File: config.mk
export PLATFORM = sky130hd
export DESIGN_NAME = vga_pattern_sequencer
export DESIGN_NICKNAME = d
export VERILOG_FILES = /design/src/rtl/vga_pattern_pkg.sv /design/src/rtl/vga_edge_detect.sv /design/src/rtl/vga_pattern_sequencer.sv
export SDC_FILE = /design/constraint.sdc
export NUM_CORES = 1
export LEC_CHECK = 0
export BUFFER_PORTS_ARGS = -buffer_cell sky130_fd_sc_hd__buf_2
export CORE_UTILIZATION = 30
export CTS_CLUSTER_SIZE = 10
export DETAILED_ROUTE_END_ITERATION = 16
export GPL_TIMING_DRIVEN = 0
export SLEW_MARGIN = 10
export SYNTH_ARGS = -nofsm -noshare
export SYNTH_HDL_FRONTEND = slang
export SYNTH_HIERARCHICAL = 1
export SYNTH_SLANG_ARGS = --single-unit
export TNS_END_PERCENT = 30
File: constraint.sdc
create_clock -name CLK -period 3.45 [get_ports CLK]
set_clock_uncertainty 0.1 [all_clocks]
set_input_delay 0 -clock CLK [delete_from_list [all_inputs] [get_ports CLK]]
set_output_delay 0 -clock CLK [all_outputs]
set_load 0.02 [all_outputs]
File: src/rtl/vga_pattern_pkg.sv
// rtl/vga_pattern_pkg.sv - shared pattern codes, UART command bytes and request decode
package vga_pattern_pkg;

  localparam int PAT_W = 3;

  typedef enum logic [PAT_W-1:0] {
    PAT_BLACK = 3'd0,
    PAT_RED   = 3'd1,
    PAT_GREEN = 3'd2,
    PAT_BLUE  = 3'd3,
    PAT_WHITE = 3'd4
  } pattern_e;

  localparam logic [7:0] CMD_DIGIT_BASE = 8'h30;
  localparam logic [7:0] CMD_AUTO       = 8'h41;
  localparam logic [7:0] CMD_MANUAL     = 8'h4D;

  typedef enum logic {
    ST_IDLE    = 1'b0,
    ST_PENDING = 1'b1
  } seq_state_e;

  typedef struct packed {
    logic             valid;
    logic [PAT_W-1:0] code;
  } pat_req_t;

  // ASCII '0'..'7' maps to a pattern code; codes beyond the configured count are dropped
  function automatic pat_req_t decode_digit(input logic [7:0] rx_byte, input int num_patterns);
    pat_req_t req;
    req.code  = rx_byte[PAT_W-1:0];
    req.valid = (rx_byte[7:3] == CMD_DIGIT_BASE[7:3]) &&
                (int'(rx_byte[2:0]) < num_patterns);
    return req;
  endfunction

endpackage

File: src/rtl/vga_edge_detect.sv
// rtl/vga_edge_detect.sv - one-bit registered rise/fall detector, history loads live input on reset
module vga_edge_detect (
  input  logic clk_i,
  input  logic reset_i,
  input  logic d_i,
  output logic rise_o,
  output logic fall_o
);

  logic d_q;

  // History register; during reset it tracks the live input so no edge fires right after reset
  always_ff @(posedge clk_i) begin
    if (reset_i) begin
      d_q <= d_i;
    end else begin
      d_q <= d_i;
    end
  end

  assign rise_o = d_i & ~d_q;
  assign fall_o = ~d_i & d_q;

endmodule

File: src/rtl/vga_pattern_sequencer.sv
// rtl/vga_pattern_sequencer.sv - frame-synchronous pattern selector (auto-cycle via PATTERN_AUTO_CYCLE_EN)
module vga_pattern_sequencer
  import vga_pattern_pkg::*;
#(
  parameter int NUM_PATTERNS    = 5,
  parameter int FRAMES_PER_STEP = 60
) (
  input  logic             CLK,
  input  logic             i_Reset,
  input  logic             i_V_Sync,
  input  logic             i_SW1,
  input  logic             i_SW2,
  input  logic             i_SW3,
  input  logic             i_SW4,
  input  logic             i_RX_DV,
  input  logic [7:0]       i_RX_Byte,
  output logic [PAT_W-1:0] o_Pattern,
  output logic             o_Pending,
  output logic             o_Auto
);

  seq_state_e       state_q;
  logic [PAT_W-1:0] pattern_q;
  logic [PAT_W-1:0] pend_code_q;

  logic       frame_start;
  logic       unused_vs_rise;
  logic [3:0] sw_level;
  logic [3:0] sw_rise;
  logic [3:0] unused_sw_fall;

  pat_req_t uart_req;
  pat_req_t sw_req;
  pat_req_t req_d;

  // Falling edge of vertical sync marks the frame boundary
  vga_edge_detect u_vsync_edge (
    .clk_i   (CLK),
    .reset_i (i_Reset),
    .d_i     (i_V_Sync),
    .rise_o  (unused_vs_rise),
    .fall_o  (frame_start)
  );

  assign sw_level = {i_SW4, i_SW3, i_SW2, i_SW1};

  for (genvar gi = 0; gi < 4; gi++) begin : g_sw_edge
    vga_edge_detect u_sw_edge (
      .clk_i   (CLK),
      .reset_i (i_Reset),
      .d_i     (sw_level[gi]),
      .rise_o  (sw_rise[gi]),
      .fall_o  (unused_sw_fall[gi])
    );
  end

  // Merge requesters: a valid UART digit wins, otherwise the lowest-numbered switch edge
  always_comb begin
    uart_req       = decode_digit(i_RX_Byte, NUM_PATTERNS);
    uart_req.valid = uart_req.valid & i_RX_DV;
    sw_req         = '0;
    for (int i = 3; i >= 0; i--) begin
      if (sw_rise[i]) begin
        sw_req.valid = 1'b1;
        sw_req.code  = PAT_W'(i + 1);
      end
    end
    req_d = uart_req.valid ? uart_req : sw_req;
  end

`ifdef PATTERN_AUTO_CYCLE_EN
  localparam logic [9:0] LAST_FRAME = 10'(FRAMES_PER_STEP - 1);

  logic             auto_q;
  logic             auto_d;
  logic [9:0]       frame_cnt_q;
  logic [PAT_W-1:0] step_d;

  // Mode commands from the UART and the next code in the auto-cycle sequence
  always_comb begin
    auto_d = auto_q;
    if (i_RX_DV && (i_RX_Byte == CMD_AUTO)) begin
      auto_d = 1'b1;
    end else if (i_RX_DV && (i_RX_Byte == CMD_MANUAL)) begin
      auto_d = 1'b0;
    end
    if (int'(pattern_q) >= NUM_PATTERNS - 1) begin
      step_d = PAT_BLACK;
    end else begin
      step_d = pattern_q + PAT_W'(1);
    end
  end

  assign o_Auto = auto_q;
`else
  logic unused_fps_cfg;
  assign unused_fps_cfg = (FRAMES_PER_STEP == 0);
  assign o_Auto         = 1'b0;
`endif

  // Pending-request FSM: commit at a frame boundary, then latch any request from this same cycle
  always_ff @(posedge CLK) begin
    if (i_Reset) begin
      state_q     <= ST_IDLE;
      pattern_q   <= PAT_BLACK;
      pend_code_q <= PAT_BLACK;
`ifdef PATTERN_AUTO_CYCLE_EN
      auto_q      <= 1'b0;
      frame_cnt_q <= '0;
`endif
    end else begin
      if (frame_start) begin
        if (state_q == ST_PENDING) begin
          pattern_q <= pend_code_q;
          state_q   <= ST_IDLE;
`ifdef PATTERN_AUTO_CYCLE_EN
          if (auto_q) begin
            frame_cnt_q <= '0;
          end
`endif
        end
`ifdef PATTERN_AUTO_CYCLE_EN
        else if (auto_q) begin
          if (frame_cnt_q == LAST_FRAME) begin
            pattern_q   <= step_d;
            frame_cnt_q <= '0;
          end else begin
            frame_cnt_q <= frame_cnt_q + 10'd1;
          end
        end
`endif
      end
      // A request in a boundary cycle overrides the return to IDLE above
      if (req_d.valid) begin
        state_q     <= ST_PENDING;
        pend_code_q <= req_d.code;
      end
`ifdef PATTERN_AUTO_CYCLE_EN
      auto_q <= auto_d;
`endif
    end
  end

  assign o_Pattern = pattern_q;
  assign o_Pending = (state_q == ST_PENDING);

endmodule

==> impl_metrics.toml, run 1 <==
[worst_hold_path]
worstHoldStart = "i_RX_Byte[7]"
hold_class = "input port to flip-flop"
min_to = "pend_code_q[1]"
hold_depth = 4

[worst_setup_path]
rr_startpoint = "g_sw_edge[0].u_sw_edge/d_q"
path_buf_inv = 3
crit_required_ps = 3570
worstSetupEndpointType = "flip-flop"
critPathMaxStageDelay_ps = 550
cp_max_fo = 3
path_common_cell = "dlygate4sd3_1"
r2r-end = "pend_code_q[2]"
worstRegToRegCells = 6
crit_type = "input port to flip-flop"
cp_cell_sequence = "dlygate4sd3_1, buf_2, nor2b_1, nor3_1, o21ai_0, o31a_1, nor3_2, dlygate4sd3_1"
ff2ff_setup_slack_ps = 1730
start_kind = "input port"
cp.arrival_ps = 1990
cp_top_family = "buffers and inverters"
cp_slowest_cell = "dlygate4sd3_1"

[die]
coreArea_um2 = 1541
initial_core_util = 0.3295
die_width_um = 43.15
ioPinCount = 21
rows = 14
die_y_um = 43.15
dieArea_um2 = 1862

[drt]
drtIter0Drc = 11
drt_first_pass_iters = 3
antenna_left = 0
via_count = 472
routed_wl_um = 1044
drc_errors = 0
wire_per_inst_um = 10.24
vias_per_cell = 4.627

[place]
gp_congestion = 0.7847
dpl.hpwl_um = 760.1
io_buffers = 19
pre_cts_ws_ps = 2186
placed_cells = 89

[clocking]
clkTransAtPathRegs_ps = 80
htree_levels = 1
insertion_delay_ps = 270
clockRootBuffer = "clkbuf_4"
post_cts_buffers = 0
clock_tree.buffer_depth = 2
cts_resized = 0
numClockSinks = 12
cts_tree = "built"
cts_buffers = 3
postCtsHoldBufs = 10

[synthesis]
netlist_area_um2 = 508.0
synth_area_per_cell_um2 = 9.407
synth_warnings = 6
synthCells = 54
synth_nets = 70

[sta]
rsz0062_at_grt = "no"
fmax_mhz = 534.0
min_period_ps = 1873
finalSetupViolations = 0
drv_slew = 0
hold_viol = 0
setup-tns-final_ps = 0
finalWorstSetupSlack_ps = 1577
fin_crit_sh = 0.5428

[cells_and_area]
utilization = 0.4838
antenna_cells = 0
areaGrowthSynthToFinish_pct = 46.80
nNetsFinal = 104
drive_above_1_share = 0.3256
fin_cells = 102

[global_routing]
grt_pass1_wl_um = 1725
grt_remaining_overflow = 0
grt_max_degree = 8
antenna_found_initial = 0
grt_pass1_vias = 464
grtUsageTotal = 0.1257

[power_and_ir_drop]
pwr_density_cell_nw_per_um2 = 375.1
finalPower_mw = 0.2797
p_leak_nw = 0.3140
irDropWorstVdd_mv = 0.2581

[run_status]
status = "finished clean"

[run]
drv_cap = 0
## placed cells by master (no fill, tap or decap), types with 2 or more instances in the layout
master,count
buf_2,19
clkbuf_4,3
a21oi_1,7
nor2b_1,4
nor3_1,3
nand2_1,4
o21ai_0,4
dlygate4sd3_1,10
nand3_1,3
dfxtp_1,12
inv_1,2
nand2b_1,3
## where the power goes
part | internal [mW] | switching, mW | total [mW]
Sequential | 0.146 | 0.00356 | 0.149
Clock | 0.0403 | 0.0450 | 0.0853
Combinational | 0.0250 | 0.0201 | 0.0452
## routing by layer
| metal | part of all wire | global-route usage |
|---|---|---|
| met2 | 0.45 | 0.2269 |
| met1 | 0.47 | 0.1234 |
| met4 | 0 | 0.03636 |
| met5 | 0 | 0 |
| met3 | 0.077 | 0.06383 |
## cell type report
class	instances	area, um2
Clock buffer	3	22.52
Sequential cell	12	240.2
Buffer	1	7.507
Timing Repair Buffer	29	195.2
Multi-Input combinational cell	39	252.7
Fill cell	159	795.8
Inverter	2	7.507
Tap cell	16	20.02
## worst reg2reg max path: cells and delay by family (launching register included)
| family | cells | cell delay (ps) |
|---|---|---|
| AND/OR/NAND/NOR | 3 | 430 |
| AO/OA/AOI/OAI | 2 | 270 |
| buffers and inverters | 1 | 550 |
| flip-flops | 1 | 310 |
## stage by stage
step           hold slack [ps]  cell area (um2)
6_report                 71.50            745.7
5_1_grt                  69.89            745.7
3_5_place_dp             14.18            623.1
2_1_floorplan           -72.28            508.0
3_3_place_gp             13.05            623.1
4_1_cts                  60.55            745.7
## flip-flops by register name, summed over array words and instances, names as in the netlist
name and count:
u_vsync_edge/d_q 1, g_sw_edge.u_sw_edge/d_q 4, o_Pending 1, pend_code_q 3, o_Pattern 3
## worst max-delay path by stage
stage / slack (ps) / from / endpoint / depth (start not counted)
CTS: 1580 / i_SW1 / pend_code_q[2] / 8
floorplan: 2330 / i_RX_Byte[6] / pend_code_q[2] / 4
global route: 1510 / i_SW2 / pend_code_q[2] / 8
global placement: 2200 / i_RX_Byte[6] / pend_code_q[2] / 5
finish: 1580 / i_SW1 / pend_code_q[2] / 8
detailed placement: 2190 / i_RX_Byte[6] / pend_code_q[2] / 5
(Power assumes the default switching activity.)
==> run 2: changes to the inputs <==
ABC_AREA = 1   (was default)
CORE_ASPECT_RATIO = 0.7   (was default)
clock period = 1.85 ns   (was 3.45 ns; I/O delays follow)
==> run 2 against run 1 <==
Highest routed layer unchanged. Sequential power increased by 87%. Critical path depth increased by 2. Count of clock-buffer cells in the layout increased by 1.
==> impl_metrics.toml, run 2 <==
[run]
drv_cap = 0

[die]
rows = 12
die_width_um = 53.32
coreArea_um2 = 1652
dieArea_um2 = 2022
ioPinCount = 21
initial_core_util = 0.3348
die_y_um = 37.92

[power_and_ir_drop]
internal-power_mw = 0.4357
clock_power_share = 0.363
pwr-share-seq = 0.477
swShare = 0.2547
irDropWorstVdd_mv = 0.5176
pwr_density_cell_nw_per_um2 = 758.5
switchingPower_mw = 0.1489
combPwrFrac = 0.160
p_leak_nw = 0.4086

[sta]
hold_viol = 0
finalWorstSetupSlack_ps = 599.6
drv_slew = 0
rsz0062_at_grt = "no"
setup-tns-final_ps = 0
fin_crit_sh = 0.6759
fmax_mhz = 799.8
min_period_ps = 1250
finalSetupViolations = 0

[drt]
vias_per_cell = 4.103
drtIter0Drc = 6
wire_per_inst_um = 7.857
drc_errors = 0
routed_wl_um = 990
drt_first_pass_iters = 4
antenna_left = 0
via_count = 517

[clocking]
cts_tree = "built"
post_cts_buffers = 0
clock_tree.buffer_depth = 2
clockRootBuffer = "clkbuf_4"
clkTransAtPathRegs_ps = 80
htree_levels = 1
cts_buffers = 3
insertion_delay_ps = 280
numClockSinks = 12

[worst_hold_path]
hold_class = "input port to flip-flop"

[global_routing]
grtUsageTotal = 0.1345
grt_max_degree = 8
antenna_found_initial = 0
grt_pass1_wl_um = 1835
grt_remaining_overflow = 0
grt_pass1_vias = 488

[worst_setup_path]
critPathMaxStageDelay_ps = 530
cp.arrival_ps = 1330
worstSetupEndpointType = "flip-flop"
crit_required_ps = 1930
cp_slowest_cell = "dlygate4sd3_1"
crit_type = "input port to flip-flop"
cp_cell_sequence = "dlygate4sd3_1, buf_2, inv_1, nor2_1, inv_2, nand2_1, nor3_2, nand2_1, o21ai_1, inv_1"
start_kind = "input port"
cp_max_fo = 4

[place]
io_buffers = 19
pre_cts_ws_ps = 707.0
gp_congestion = 0.7187
dpl.hpwl_um = 757.1

[synthesis]
synth_nets = 92
synth_area_per_cell_um2 = 7.277
netlist_area_um2 = 553.0
synthCells = 76
synth_warnings = 6

[run_status]
status = "finished clean"

[cells_and_area]
utilization = 0.4667
top_register = "g_sw_edge.u_sw_edge/d_q"
drive_above_1_share = 0.3143
largest_reg_flops = 4
layout_commonest_cell = "buf_2"
areaGrowthSynthToFinish_pct = 39.37
nFillCells = 185
nNetsFinal = 122
antenna_cells = 0
mostFrequentLayoutCells = "19 x buf_2, 15 x inv_1, 12 x nor2_1, 12 x dfxtp_1, 11 x nand2_1"
run 2: final cells by class:
cell class,count,area [um2],share of cell area
Sequential cell,12,240.2,0.3117
Multi-Input combinational cell,45,237.7,0.3084
Timing Repair Buffer,25,155.1,0.2013
Inverter,18,67.56,0.08766
Clock buffer,4,36.28,0.04708
Tap cell,21,26.28,0.03409
Buffer,1,7.507,0.009740
run 2: power by group through the flow:
stage	Sequential, mW	Clock, mW	Combinational [mW]
3_3_place_gp	0.285	0	0.0826
6_report	0.279	0.212	0.0936
5_1_grt	0.281	0.238	0.107
4_1_cts	0.279	0.221	0.0943
3_5_place_dp	0.285	0	0.0847
2_1_floorplan	0.291	0	0.0469
run 2: stage by stage:
stage / instances / hold slack, ps / area [um2] / power, mW
2_1_floorplan: 76 / -72.28 / 553.0 / 0.3380
6_report: 126 / 40.05 / 770.7 / 0.5846
4_1_cts: 126 / 41.00 / 770.7 / 0.5948
3_3_place_gp: 116 / 16.02 / 674.4 / 0.3676
5_1_grt: 126 / 62.87 / 770.7 / 0.6251
3_5_place_dp: 116 / 18.63 / 674.4 / 0.3700
run 2: per-layer routing:
layer | vias up | wire length [um] | GRT usage
li1 | 287 | - | -
met1 | 216 | 428 | 0.1332
met2 | 14 | 494 | 0.2344
met3 | 0 | 67 | 0.08333
met4 | 0 | 0 | 0.03947
met5 | - | 0 | 0
run 2: critical path: cells and delay by family:
family          cells  cell delay [ps]
buf+inv             5              790
simple gates        4              420
compound gates      1              120
run 2: worst paths after layout:
path | endpoint | slack, ps | depth (start not counted) | from
worst max-delay path | o_Pending | 600 | 10 | i_SW2
worst min-delay path | pend_code_q[2] | 40 | 5 | i_RX_Byte[3]
worst max register to register | o_Pending | 700 | 7 | g_sw_edge[2].u_sw_edge/d_q
worst min register to register | o_Pattern[2] | 380 | 2 | o_Pattern[2]
run 2: what timing repair did:
action,CTS,global route
endpoints found under the hold margin,12,0
gates resized for setup,0,0
endpoints found under the setup margin,0,0
hold buffers,6,0
